--- config.mk ---
export PLATFORM = sky130hd
export DESIGN_NAME = seg7_scan_display
export DESIGN_NICKNAME = d
export VERILOG_FILES = /design/src/rtl/seg7_pkg.sv /design/src/rtl/bcd_to_seg7.sv /design/src/rtl/seg7_scan_display.sv
export SDC_FILE = /design/constraint.sdc
export NUM_CORES = 1
export LEC_CHECK = 0
export ABC_AREA = 1
export ABC_CLOCK_PERIOD_IN_PS = 3150
export BUFFER_PORTS_ARGS = -buffer_cell sky130_fd_sc_hd__buf_2
export CAP_MARGIN = 20
export CORE_MARGIN = 2
export CORE_UTILIZATION = 59
export DETAILED_ROUTE_END_ITERATION = 10
export HOLD_SLACK_MARGIN = 0.03
export PLACE_DENSITY_LB_ADDON = 0.15
export SLEW_MARGIN = 5
export SYNTH_ARGS = -nofsm -noshare
export SYNTH_HDL_FRONTEND = slang
export SYNTH_SLANG_ARGS = --single-unit
--- constraint.sdc ---
create_clock -name clk_used -period 3.15 [get_ports clk_used]
set_input_delay 0.1575 -clock clk_used [delete_from_list [all_inputs] [get_ports clk_used]]
set_output_delay 0.1575 -clock clk_used [all_outputs]
set_load 0.01 [all_outputs]
--- src/rtl/seg7_pkg.sv ---
// Shared constants and types for the 4-digit common-anode seven-segment scanner.
// Segment patterns are {g,f,e,d,c,b,a}, active-low.
package seg7_pkg;

  typedef logic [1:0] digit_idx_t;

  localparam logic [6:0] SEG_DIGIT [0:9] = '{
    7'b1000000,  // 0
    7'b1111001,  // 1
    7'b0100100,  // 2
    7'b0110000,  // 3
    7'b0011001,  // 4
    7'b0010010,  // 5
    7'b0000010,  // 6
    7'b1111000,  // 7
    7'b0000000,  // 8
    7'b0010000   // 9
  };

  localparam logic [6:0] SEG_DASH  = 7'b0111111;
  localparam logic [6:0] SEG_BLANK = 7'b1111111;
  localparam logic [3:0] AN_OFF    = 4'b1111;

endpackage

--- src/rtl/bcd_to_seg7.sv ---
// Combinational BCD to active-low seven-segment decoder; codes above 9 show a dash.
module bcd_to_seg7
  import seg7_pkg::*;
(
  input  logic [3:0] bcd,
  output logic [6:0] seg
);

  // NOTE: seg gets a default before the loop so every path assigns it and no latch is inferred.
  always_comb begin
    seg = SEG_DASH;
    for (int i = 0; i < 10; i++) begin
      if (bcd == 4'(i)) seg = SEG_DIGIT[i];
    end
  end

endmodule

--- src/rtl/seg7_scan_display.sv ---
// Time-multiplexed 4-digit scanner with per-slot anti-ghost guard, adjust-mode blink
// and once-per-frame shadow capture. Optional macro: LEADING_ZERO_BLANK_EN.
module seg7_scan_display
  import seg7_pkg::*;
#(
  parameter int SCAN_DIV  = 100000,
  parameter int GUARD     = 2,
  parameter int BLINK_DIV = 25000000,
  parameter int DP_POS    = 1
) (
  input  logic       clk_used,
  input  logic       rst,
  input  logic [3:0] digit1,
  input  logic [3:0] digit2,
  input  logic [3:0] digit3,
  input  logic [3:0] digit4,
  input  logic       adj,
  input  logic       sel,
  output logic [3:0] an,
  output logic [6:0] seg,
  output logic       dp
);

  localparam int SCAN_W  = (SCAN_DIV  > 1) ? $clog2(SCAN_DIV)  : 1;
  localparam int BLINK_W = (BLINK_DIV > 1) ? $clog2(BLINK_DIV) : 1;

  logic [SCAN_W-1:0]  scan_cnt;
  digit_idx_t         idx;
  logic [3:0]         shadow [4];
  logic [BLINK_W-1:0] blink_cnt;
  logic               blink_phase;

  logic       tick;
  logic       frame_end;
  logic       in_guard;
  logic [3:0] cur_digit;
  logic [6:0] dec_seg;
  logic       cur_blank;
  logic [3:0] an_d;
  logic [6:0] seg_d;
  logic       dp_d;

  assign tick      = (scan_cnt == SCAN_W'(SCAN_DIV - 1));
  assign frame_end = tick && (idx == 2'd3);
  assign in_guard  = (scan_cnt < SCAN_W'(GUARD));
  assign cur_digit = shadow[idx];

  bcd_to_seg7 u_dec (
    .bcd (cur_digit),
    .seg (dec_seg)
  );

  // NOTE: sequential state uses non-blocking assignments so every register samples pre-edge values.
  always_ff @(posedge clk_used) begin
    if (rst) begin
      scan_cnt <= '0;
      idx      <= '0;
    end else if (tick) begin
      scan_cnt <= '0;
      idx      <= idx + 2'd1;
    end else begin
      scan_cnt <= scan_cnt + SCAN_W'(1);
    end
  end

  // NOTE: the shadow array is reset on purpose: the display must read 0000 before the first capture.
  always_ff @(posedge clk_used) begin
    if (rst) begin
      for (int i = 0; i < 4; i++) shadow[i] <= 4'd0;
    end else if (frame_end) begin
      shadow[0] <= digit1;
      shadow[1] <= digit2;
      shadow[2] <= digit3;
      shadow[3] <= digit4;
    end
  end

`ifdef LEADING_ZERO_BLANK_EN
  logic [3:0] blank_mask;

  // Mask is frozen with the frame so a digit cannot flicker between blank and 0 mid-frame.
  always_ff @(posedge clk_used) begin
    if (rst) begin
      blank_mask <= 4'b0000;
    end else if (frame_end) begin
      blank_mask[0] <= (digit1 == 4'd0);
      blank_mask[1] <= (digit1 == 4'd0) && (digit2 == 4'd0);
      blank_mask[2] <= (digit1 == 4'd0) && (digit2 == 4'd0) && (digit3 == 4'd0);
      blank_mask[3] <= 1'b0;
    end
  end

  assign cur_blank = blank_mask[idx];
`else
  assign cur_blank = 1'b0;
`endif

  always_ff @(posedge clk_used) begin
    if (rst || !adj) begin
      blink_cnt   <= '0;
      blink_phase <= 1'b0;
    end else if (blink_cnt == BLINK_W'(BLINK_DIV - 1)) begin
      blink_cnt   <= '0;
      blink_phase <= ~blink_phase;
    end else begin
      blink_cnt <= blink_cnt + BLINK_W'(1);
    end
  end

  always_comb begin
    an_d  = AN_OFF;
    seg_d = SEG_BLANK;
    dp_d  = 1'b1;
    if (!in_guard) begin
      an_d  = ~(4'b1000 >> idx);
      seg_d = cur_blank ? SEG_BLANK : dec_seg;
      dp_d  = (int'(idx) == DP_POS) ? 1'b0 : 1'b1;
      // idx[1] identifies the pair: 0 -> digit1/digit2, 1 -> digit3/digit4.
      if (adj && blink_phase && (idx[1] == sel)) an_d = AN_OFF;
    end
  end

  always_ff @(posedge clk_used) begin
    if (rst) begin
      an  <= AN_OFF;
      seg <= SEG_BLANK;
      dp  <= 1'b1;
    end else begin
      an  <= an_d;
      seg <= seg_d;
      dp  <= dp_d;
    end
  end

endmodule

# == Word-level counts from Yosys, hierarchy flattened ==
# Memories as Yosys holds them, arrays and structs flattened. A register that Yosys moved wholly into a read port is not among the register bits.
# Cells that the tools add are included.
# Widths: inputs -> output; s select.
# word_totals
ff_bits,57
latchBits,0
ram_bits,16
mem_bits_ro,0
in_bits,20
out_inout_bits,12
memories,1
# mem_list
memory,depth,width,read_ports,rd_clocked_by_memory_dff,wr,line_no,source
shadow,4,4,1,1,4,seg7_scan_display.sv:29,logic [3:0] shadow [4];
# classes
add_sub_neg,3
mul,0
div_mod_pow,0
magnitude_cmp,1
eq_ne,14
shifts,1
mux,22
n_bitwise,6
n_reduce_logical,11
# op_table
op,count
$mux 7,10
$add 25x1->25 const B,1
$eq 25x25->1 const B,1
$add 17x1->17 const B,1
$eq 17x17->1 const B,1
$lt 17x2->1 const B,1
$eq 4x3->1 const B,4
$mux 4,4
$eq 4x2->1 const B,2
$eq 4x4->1 const B,2
$mux 1,6
$reduce_or 2->1,3
$reduce_or 3->1,2
$eq 2x2->1 const B,2
$eq 4x1->1 const B,1
$logic_not 4->1,1
$mux 2,2
$not 4->4,1
$or 1x1->1,4
$shr 4x2->4 const A,1
$logic_and 1x1->1,3
$add 2x1->2 const B,1
$eq 1x1->1,1
$logic_not 1->1,1
2 further kinds,2

# == Longest topological paths before layout ==
# logic_depth
ltp_word,11
depth_mapped,12

# == Cells and area by module ==
# Synthesis repeated with hierarchy kept, for this count alone.
# unflattened
cells_unflattened,505
area_unflattened_um2,3721.1
# by_module_without_submodules
mod,instances,cells_per_inst,area_each_um2,seq_area_each_um2
seg7_scan_display,1,475,3572.2,1661.6
bcd_to_seg7,1,30,148.9,0.0

# == Worst setup path after synthesis ==
# No wires, ideal clock.
# synth_timing
kind,register to register
from,register scan_cnt[0]
to,"memory shadow[0][0], enable pin"
arrival_time_ns,2.185
slack_ns,0.554
stages_incl_launch_ff,6
synth_period_minus_slack_ns,2.596
path_cell_list,dfxtp_1 ha_1 nand4_2 nor2_4 nand2_2 o21ai_0
# synth_rtl
item,line_no,source
from (decl),seg7_scan_display.sv:27,logic [SCAN_W-1:0] scan_cnt;
from (signal assigned),seg7_scan_display.sv:62,scan_cnt <= scan_cnt + SCAN_W'(1);
to (decl),seg7_scan_display.sv:29,

==> qor.yml <==
status:
  status: "completed"
yosys:
  synth_compound_area_frac: 0.0578
  synth-xor-area-share: 0.0361
  yosysTopAreaCell: "dfxtp_1"
  muxShareOfSynthArea: 0
  ys_types: 39
  synth_edf_count: 16
  synth_common_cells: "nand2_1, nor2_1, dfxtp_1, inv_1, nand3_1"
  netlist_area_sq_mm: 0.00364
  yosys_register_bits: 75
  synth_top_area_share: 0.325
  synthCells: 473
  synth_area_leaders: "dfxtp_1, edfxtp_1, nand2_1"
  synthAdderAreaFrac: 0.0206
  async_flop_share: 0
  synth_nets: 499
  synth_top_family_by_area: "simple AND/OR/NAND/NOR gates"
  yosys.area_share.simple: 0.354
  yosysMostFrequentCell: "nand2_1"
  yosys_most_used_dff: "dfxtp_1"
  synth-warning-count: 0
  ys_seq_area_frac: 0.457
  synth.avg_cell_area_sq_um: 7.69
final_layout:
  fill_cells: 500
  syn2layout_area_growth_pct: 11.5
  final_cells: 592
  multi_input_area_sq_mm: 0.00170
  final-seq-area_sq_mm: 0.00166
  antennaDiodeCount: 0
  fin_nets: 538
  fin_util: 0.681
  drive_above_1_share: 0.157
cts:
  cts-root-buf: "clkbuf_8"
  htree_levels: 3
  numCtsBuffers: 9
  numClockSinks: 75
  worstSkewPairLatency_ns: 0.35
  clk_pin_slew_ns: 0.07
  cts.path.max_buffers: 2
  tritoncts: "built"
  cts-resized-gates: 0
worst_setup_path:
  reg2reg_depth: 6
  critical_path_required_ns: 3.20
  r2r_end: "shadow[1][0]"
  start_kind: "flop"
  critPathKind: "reg -> reg"
  cp-startpoint: "scan_cnt[1]"
  endpoint: "shadow[1][0]"
  cp_max_fo: 16
  crit_path_end_kind: "flop"
  r2r-start: "scan_cnt[1]"
  reg2reg_slack_ns: 1.35
  critPathArrivalTime_ns: 1.85
sta:
  period_share: 0.570
  fin_skew_ns: 0.00730
  relSlewSlack: 0.675
  fin_tns_setup_ns: 0
  fmaxAchievable_ghz: 0.557
  rsz0062_at_grt: "false"
  finalHoldViolCount: 0
  period_minus_slack_ns: 1.80
  finalMaxSlewViolations: 0
  worst_pin_slew_ns: 0.486
  setup_viol: 0
die:
  core-area_sq_mm: 0.00596
  dieArea_sq_mm: 0.00681
  die_height_um: 82.5
  rows: 28
  start_util: 0.611
  num_io_pins: 32
  die_w_um: 82.5
drt:
  via_per_inst: 5.19
  drc: 0
  met1_length_um: 2990
  firstDrtPassIters: 5
  ant_nets: 0
  highest_layer: "met4"
  routed_wl_um: 6800
  wl_met3_um: 323
  wl_per_cell_um: 11.5
  wl_met2_um: 3270
  num_vias: 3071
  drt_iter0_drc: 133
placed_design:
  port_buffers: 31
  routabilityCongestion: 0.848
  hpwl_um: 5010
  dp.cells: 575
pwr:
  p_per_area_mw_per_mm2: 459
  power_switching_mw: 0.405
  cellLeakagePower_nw: 1.63
  p_comb_frac: 0.051
  ir_worst_vdd_mv: 0.245
  p_int_mw: 1.45
  swShare: 0.218
  seq_power_share: 0.544
  power_frac_clock: 0.405
global_route:
  grt_usage: 0.221
  grt_max_degree: 26
  grt_pass1_vias: 2843
  overflow: 0
  grt_pass1_wl_um: 11600
  antenna_found_initial: 0
run:
  max-cap-violations: 0
worst_hold_path:
  hp-class: "in -> reg"
==> placed cells by master, fill, tap and decap left out, types with 3 or more instances in the layout <==
| cell type | netlist | layout |
|---|---|---|
| inv_2 | 4 | 4 |
| o21ai_1 | 2 | 3 |
| xnor2_1 | 11 | 11 |
| o21ai_0 | 8 | 7 |
| nand3_2 | 4 | 4 |
| edfxtp_1 | 16 | 16 |
| clkbuf_1 | 0 | 5 |
| nand2_2 | 9 | 9 |
| clkbuf_8 | 0 | 9 |
| xor2_1 | 4 | 4 |
| nor2_1 | 79 | 79 |
| inv_1 | 53 | 53 |
| buf_2 | 1 | 31 |
| nand3_1 | 28 | 28 |
| nand4_1 | 6 | 6 |
| dfxtp_1 | 59 | 59 |
| a21oi_1 | 19 | 19 |
| ha_1 | 6 | 6 |
| nand2_1 | 111 | 111 |
| nor3_1 | 10 | 10 |
| nor2_2 | 10 | 10 |
| nand3b_1 | 6 | 6 |
==> flip-flops by register name (all words and copies together), names as in the netlist, named ones only <==
register     count
an               4
blink_cnt       25
blink_phase      1
dp               1
idx              2
scan_cnt        17
seg              7
shadow          16
==> worst min path at each step <==
stage | from | endpoint | slack [ns] | cells past startpoint
floorplan | rst | flop | 0.24 | 1
global placement | rst | idx[1] | 0.39 | 2
detailed placement | rst | idx[1] | 0.40 | 2
CTS | digit2[1] | shadow[1][1] | 0.08 | 3
global route | digit2[1] | shadow[1][1] | 0.10 | 3
finish | digit2[1] | shadow[1][1] | 0.1 | 3
==> critical path, cell delays in order, from the launching register on <==
cell     delay [ns]
dfxtp_1        0.38
ha_1           0.23
nand4_2        0.20
nor2_4         0.17
nand2_2        0.12
o21ai_1        0.14
buf_4          0.25
==> power groups by stage <==
| stage | Sequential [mW] | Clock (mW) | Combinational (mW) |
|---|---|---|---|
| floorplan | 1.04 | 0 | 0.0591 |
| global placement | 1.03 | 0 | 0.0930 |
| detailed placement | 1.03 | 0 | 0.0947 |
| CTS | 1.01 | 0.769 | 0.0964 |
| global route | 1.01 | 0.801 | 0.110 |
| finish | 1.01 | 0.752 | 0.0952 |
==> timing repair <==
item / in CTS / in global routing
endpoints found under the hold margin: 2 / 0
setup buffers: 0 / 0
hold buffers: 1 / 0
==> cells by family after synthesis <==
kind of cell	Yosys count
AND/OR/NAND/NOR	275
flip-flops	75
buffers and inverters	64
AO/OA/AOI/OAI	38
XOR/XNOR	15
adder cells (fa/ha/maj)	6
==> cell type report <==
cell class	instances	share of cell area
inverters	59	0.0552
clock inverters	1	0.00741
flip-flops and latches	75	0.410
repair buffers	33	0.0426
clock buffers	15	0.0414
multi-input cells	334	0.420
well taps	75	0.0231
==> through the flow <==
step                power [mW]  worst slack, ns  hold slack (ns)  area [sq um]
global route              1.93             1.23            0.103          4050
global placement          1.13             1.41            0.387          3850
finish                    1.86             1.35           0.0973          4050
detailed placement        1.13             1.33            0.398          3850
floorplan                 1.10            0.554            0.245          3640
CTS                       1.88             1.33           0.0846          4050
==> routing by layer <==
layer,track usage,vias up
met3,0.0543,22
met5,0,-
met2,0.377,91
li1,-,1584
met1,0.254,1374
met4,0.116,0
Note: power is estimated with default switching activity, not from simulation.
